--- src/rtl/lsu_pkg.sv ---
// Shared encodings and the alignment rule for the load/store unit.
package lsu_pkg;

  typedef enum logic [1:0] {
    SZ_BYTE = 2'b00,
    SZ_HALF = 2'b01,
    SZ_WORD = 2'b10,
    SZ_BAD  = 2'b11
  } size_e;

  typedef enum logic [1:0] {
    IDLE,
    ACCESS,
    WRITE
  } state_e;

  function automatic logic is_misaligned(input logic [1:0] size, input logic [1:0] offset);
    case (size)
      SZ_BYTE: return 1'b0;
      SZ_HALF: return offset[0];
      SZ_WORD: return offset != 2'b00;
      default: return 1'b1;
    endcase
  endfunction

endpackage

--- src/rtl/lsu_byte_lane.sv ---
// Big-endian lane logic: load extraction/extension and subword store merge.
module lsu_byte_lane
  import lsu_pkg::*;
(
  input  logic [31:0] i_rdata,
  input  logic [31:0] i_old,
  input  logic [31:0] i_wdata,
  input  logic [1:0]  i_size,
  input  logic [1:0]  i_offset,
  input  logic        i_unsigned,
  output logic [31:0] o_load,
  output logic [31:0] o_merged
);

  logic [7:0]  w_byte;
  logic [15:0] w_half;

  // Byte k sits at bit {~k, 3'b111}; halfword at {~addr[1], 4'b1111}.
  assign w_byte = i_rdata[{~i_offset, 3'b111} -: 8];
  assign w_half = i_rdata[{~i_offset[1], 4'b1111} -: 16];

  always_comb begin
    case (i_size)
      SZ_BYTE: o_load = {{24{~i_unsigned & w_byte[7]}}, w_byte};
      SZ_HALF: o_load = {{16{~i_unsigned & w_half[15]}}, w_half};
      default: o_load = i_rdata;
    endcase
  end

  always_comb begin
    // NOTE: default assignment first so partial lane updates cannot infer a latch.
    o_merged = i_old;
    case (i_size)
      SZ_BYTE: o_merged[{~i_offset, 3'b111} -: 8]     = i_wdata[7:0];
      SZ_HALF: o_merged[{~i_offset[1], 4'b1111} -: 16] = i_wdata[15:0];
      default: o_merged = i_wdata;
    endcase
  end

endmodule

--- src/rtl/load_store_unit.sv ---
// Memory-access stage: aligned byte/half/word loads and stores, with
// read-modify-write for subword stores and a busy flag to stall the core.
module load_store_unit
  import lsu_pkg::*;
#(
  parameter int DATA_WIDTH = 32,
  parameter int ADDR_WIDTH = 5
) (
  input  logic                  i_clk,
  input  logic                  i_rst_n,
  input  logic                  i_req,
  input  logic                  i_wr,
  input  logic [1:0]            i_size,
  input  logic                  i_unsigned,
  input  logic [ADDR_WIDTH+1:0] i_addr,
  input  logic [DATA_WIDTH-1:0] i_wdata,
  output logic                  o_busy,
  output logic [DATA_WIDTH-1:0] o_rdata,
  output logic                  o_rvalid,
  output logic                  o_misalign,
  output logic [ADDR_WIDTH-1:0] o_mem_addr,
  output logic [DATA_WIDTH-1:0] o_mem_wdata,
  output logic                  o_mem_we,
  input  logic [DATA_WIDTH-1:0] i_mem_rdata
);

  state_e                r_state;
  logic                  r_wr;
  logic [1:0]            r_size;
  logic                  r_unsigned;
  logic [ADDR_WIDTH+1:0] r_addr;
  logic [DATA_WIDTH-1:0] r_wdata;
  logic [DATA_WIDTH-1:0] r_merge;
  logic [DATA_WIDTH-1:0] r_rdata;
  logic                  r_rvalid;
  logic                  r_misalign;

  logic [DATA_WIDTH-1:0] w_load;
  logic [DATA_WIDTH-1:0] w_merged;

  lsu_byte_lane u_lane (
    .i_rdata    (i_mem_rdata),
    .i_old      (r_merge),
    .i_wdata    (r_wdata),
    .i_size     (r_size),
    .i_offset   (r_addr[1:0]),
    .i_unsigned (r_unsigned),
    .o_load     (w_load),
    .o_merged   (w_merged)
  );

  always_ff @(posedge i_clk or negedge i_rst_n) begin
    if (!i_rst_n) begin
      r_state    <= IDLE;
      r_wr       <= 1'b0;
      r_size     <= 2'b00;
      r_unsigned <= 1'b0;
      r_addr     <= '0;
      r_wdata    <= '0;
      r_merge    <= '0;
      r_rdata    <= '0;
      r_rvalid   <= 1'b0;
      r_misalign <= 1'b0;
    end else begin
      // NOTE: non-blocking assignments keep every register sampling pre-edge values.
      r_rvalid   <= 1'b0;
      r_misalign <= 1'b0;
      case (r_state)
        IDLE: begin
          if (i_req) begin
            if (is_misaligned(i_size, i_addr[1:0])) begin
              r_misalign <= 1'b1;
            end else begin
              r_wr       <= i_wr;
              r_size     <= i_size;
              r_unsigned <= i_unsigned;
              r_addr     <= i_addr;
              r_wdata    <= i_wdata;
              r_state    <= ACCESS;
            end
          end
        end
        ACCESS: begin
          if (!r_wr) begin
            r_rdata  <= w_load;
            r_rvalid <= 1'b1;
            r_state  <= IDLE;
          end else if (r_size == SZ_WORD) begin
            r_state <= IDLE;
          end else begin
            r_merge <= i_mem_rdata;
            r_state <= WRITE;
          end
        end
        WRITE:   r_state <= IDLE;
        default: r_state <= IDLE;
      endcase
    end
  end

  // Write strobe comes only from registered state, so reset kills it at once.
  assign o_mem_we    = (r_state == WRITE) ||
                       ((r_state == ACCESS) && r_wr && (r_size == SZ_WORD));
  assign o_mem_wdata = (r_state == WRITE) ? w_merged : r_wdata;
  assign o_mem_addr  = r_addr[ADDR_WIDTH+1:2];
  assign o_busy      = (r_state != IDLE);
  assign o_rdata     = r_rdata;
  assign o_rvalid    = r_rvalid;
  assign o_misalign  = r_misalign;

endmodule

--- config.mk ---
export PLATFORM = sky130hd
export DESIGN_NAME = load_store_unit
export DESIGN_NICKNAME = d
export VERILOG_FILES = /design/src/rtl/lsu_pkg.sv /design/src/rtl/lsu_byte_lane.sv /design/src/rtl/load_store_unit.sv
export SDC_FILE = /design/constraint.sdc
export NUM_CORES = 1
export LEC_CHECK = 0
export ABC_AREA = 1
export CAP_MARGIN = 20
export CORE_MARGIN = 3
export CORE_UTILIZATION = 30
export CTS_CLUSTER_SIZE = 16
export DETAILED_ROUTE_END_ITERATION = 12
export PLACE_DENSITY = 0.51
export SYNTH_ARGS = -nofsm -noshare
export SYNTH_HDL_FRONTEND = slang
export SYNTH_SLANG_ARGS = --single-unit
export TNS_END_PERCENT = 10
--- constraint.sdc ---
create_clock -name i_clk -period 4.5 [get_ports i_clk]
set_input_delay 0.9 -clock i_clk [delete_from_list [all_inputs] [get_ports i_clk]]
set_output_delay 0.9 -clock i_clk [all_outputs]
set_load 0.02 [all_outputs]
==> run summary <==
The run finished with clean final reports. The longest clock path from root to sink contains 2 buffers. The post-layout utilization of the core is 0.4110, and the initial antenna violation count is 0. The run gives 19,850 um2 as the core box area. The fill cell total of the finished layout came out at 2,081. Summed over all layers, the global routing overflow is 0.

After the first detailed-routing iteration, the DRC count stood at 523. 0 antenna diodes ended up in the layout. In the layout the commonest cells are sky130_fd_sc_hd__nand2_1, sky130_fd_sc_hd__clkdlybuf4s50_1, sky130_fd_sc_hd__dfrtp_1, sky130_fd_sc_hd__inv_1, sky130_fd_sc_hd__a21oi_1.

Traced cell by cell, the critical path runs through nand2_1, nor2_1, nor2_2, o21ai_1, nand2_1, o21ai_0, clkdlybuf4s50_1. The worst setup path is launched from a flip-flop. The detailed router placed 6,084 vias in this run. The tools report the hold slack as 0.4828 ns. The post-cts resize count was 0. Wire length of the first global-routing pass: 33.39 mm.

For the number of setup violations in the final report, the log shows 0. Between clock sinks in the finished design, the worst skew comes to 0.009097 ns. The run gives 0 as the count of hold buffers inserted by post-cts repair. The count of input and output buffers is 150, and the number of detailed-routing iterations run before antenna repair is 5. Averaged over all synthesized cells, the footprint is 6.953 um2. Counting the buffers created by CTS gives 9. Power comes to 0.004607 W. After clock tree synthesis, the setup repair step added 0 buffers. Initial standard-cell utilization of the core: 0.3115. Power spread over the standard cell area amounts to 564.8 nW/um2.

TritonCTS built the clock tree. After detailed routing, the number of vias per cell comes to 4.753. Endpoint kind of the worst setup timing path: an output pin.

Most common cell after layout, fill and taps aside: sky130_fd_sc_hd__nand2_1. Synthesis produced a netlist with a net count of 967. For the worst setup path, the data required time is 3.60 ns. The run gives 0.3710 as the worst max-slew margin expressed relative to the limit. The path class of the tightest hold or removal check is flip-flop to flip-flop. The largest net degree at the start of global routing is 69, and the vertical die dimension is 149.5 um. The total track usage came out at 0.1929. After routing the design area is 8157 um2. The arrival time reported for the critical path endpoint came out at 3.32 ns. Of all nets on the critical path, the largest fanout is 13.

On the critical path, the stage with the largest delay is an instance of sky130_fd_sc_hd__nor2_1. Relative to the synthesized area, the layout overhead comes to 31.96%. For this run, the slowest stage of the critical path takes 0.79 ns.

Measured along the x axis, the die boundary spans 149.5 um. The logs give 15.57 mm for the placed wire-length estimate after detailed placement and 237.0 MHz for the highest clock frequency the design can meet. The die outline area is 22,360 um2. The leakage power of the design was 3.979 nW; the top-level port count was 151. The routed design could run at a clock period as short as 4.219 ns. For this run, the post-layout net count is 1,088.

Wires add up to 21.44 mm. The total of flip-flops plus latches after synthesis came out at 111. The later pin in the worst-skew pair is clocked with a latency of 0.36 ns. The clock-pin transition on the worst setup and hold timing paths works out to 0.08 ns. Setup repair after global routing left no endpoint under its margin.

After detailed routing, the number of remaining DRC violations is 0. The final hold violation count is 0, and the share of cells above drive strength 1 is 0.06108. Yosys mapped the design onto 27 distinct sky130hd cell types. The proportion of netlist area held by the largest area contributor is 0.4494. Across the run, the number of max-cap violations was 0. During synthesis, Yosys emitted a total of 0 warnings. The most numerous cell type found on the critical path is sky130_fd_sc_hd__nand2_1. The global placement routability congestion is 0.8964.

Summing every instance area after synthesis gives 6181 um2. The number of global-route vias before repair was 5,814; the worst ir drop on vdd was 0.2304 mV. After detailed routing, the average wire length per cell comes to 16.75 um.

sky130_fd_sc_hd__dfrtp_1 takes more of the synthesized area than any other cell. For the total placed instance area, the log shows 7836 um2. The root buffer selected by CTS was sky130_fd_sc_hd__clkbuf_16. Ranked by total cell area, the synthesized netlist is headed by sky130_fd_sc_hd__dfrtp_1, sky130_fd_sc_hd__nand2_1, sky130_fd_sc_hd__a21oi_1. For the row count, the log shows 51.

Synthesis produced 889 cells. For the count of final max-slew check failures, the log shows 0. For the share of the yosys chip area belonging to registers, the log shows 0.4494.

The final worst-path cycle share was 0.9376; the number of levels the H-tree was split into was 3. The critical path start-end classification was flip-flop to output pin. For the pin with the worst max-slew slack, the measured transition is 0.9401 ns. For the aggregate negative setup slack, the log shows 0 ns. Clock net sink count: 111. The count of nets left with antenna violations once routing finished came out at 0.
## synth_stat cells
library cell	instances
sky130_fd_sc_hd__buf_4	10
sky130_fd_sc_hd__nor2_1	35
sky130_fd_sc_hd__a2bb2oi_1	1
sky130_fd_sc_hd__nand3_2	2
sky130_fd_sc_hd__o31ai_1	1
sky130_fd_sc_hd__a21oi_1	60
sky130_fd_sc_hd__nor2_4	2
sky130_fd_sc_hd__nor3_1	1
sky130_fd_sc_hd__nor2_2	7
sky130_fd_sc_hd__buf_2	26
sky130_fd_sc_hd__nand3_1	28
sky130_fd_sc_hd__o22ai_1	8
sky130_fd_sc_hd__o211ai_1	6
sky130_fd_sc_hd__o21a_1	1
sky130_fd_sc_hd__a22o_1	3
sky130_fd_sc_hd__o22a_1	5
sky130_fd_sc_hd__o21ai_1	33
sky130_fd_sc_hd__dfrtp_1	111
sky130_fd_sc_hd__buf_1	3
sky130_fd_sc_hd__clkbuf_1	13
sky130_fd_sc_hd__a22oi_1	2
sky130_fd_sc_hd__nand2_1	382
sky130_fd_sc_hd__a21boi_0	2
sky130_fd_sc_hd__o21ai_0	52
sky130_fd_sc_hd__inv_1	73
sky130_fd_sc_hd__or2_2	16
sky130_fd_sc_hd__inv_2	6
## final timing paths
check,end,slack (ns),cells past startpoint,startpoint
worst min-delay path,r_unsigned,0.48,2,r_unsigned
max in group asynchronous,r_addr[4],2.94,2,i_rst_n
worst min register to register,r_unsigned,0.48,2,r_unsigned
min in group asynchronous,r_wdata[29],0.68,1,i_rst_n
worst max register to register,o_rdata[11],2.55,7,r_addr[1]
worst max-delay path,o_mem_wdata[7],0.28,7,r_size[0]
## metrics by stage
stage          std cells  worst slack (ns)
6_report            1280            0.2809
5_1_grt             1280            0.1321
4_1_cts             1280            0.3106
3_5_place_dp        1264            0.7343
3_3_place_gp        1264            0.8476
2_1_floorplan        889             2.189
## report_power, final
group | total (W) | switching, W | internal (W)
clock | 0.000883 | 0.000393 | 0.000490
sequential | 0.00166 | 0.000285 | 0.00137
combinational | 0.00207 | 0.00118 | 0.000883
## critical path: cells and delay by family, from the launching register on
family                 cells  cell delay (ns)
buffers and inverters      1             0.66
and+or+nand+nor            4             1.40
DFF                        1             0.65
AOI/OAI and AO/OA          2             0.25
## sequential cells by signal, indices dropped and copies added, names as in the netlist
register / count
o_rdata: 32
r_merge: 32
r_wdata: 32
r_addr: 7
r_size: 2
r_state: 2
o_misalign: 1
o_rvalid: 1
r_unsigned: 1
r_wr: 1
## routing by layer
metal | wire, um | vias up | part of all wire | track usage
met5 | 0 | - | 0 | 0
met4 | 208 | 0 | 0.0097 | 0.04577
met3 | 1247 | 12 | 0.058 | 0.03028
met2 | 10030 | 195 | 0.47 | 0.3054
met1 | 9958 | 2842 | 0.46 | 0.2778
li1 | - | 3035 | - | -
## logic make-up (layout without fill, tap and decap cells)
family	Yosys count	in the layout	share of synthesized area
AO/OA/AOI/OAI	174	174	0.1528
buffers and inverters	131	257	0.09089
flip-flops	111	111	0.4494
AND/OR/NAND/NOR	473	473	0.3069
## area by class of cell
class / instances / area [um2] / share of cell area
repair buffers: 162 / 1589 / 0.1948
multi-input cells: 647 / 2841 / 0.3484
clock inverters: 7 / 95.09 / 0.01166
well taps: 265 / 331.6 / 0.04065
clock buffers: 9 / 225.2 / 0.02761
flip-flops and latches: 111 / 2778 / 0.3405
inverters: 79 / 296.5 / 0.03636
Power figures use the tool's default switching activity.
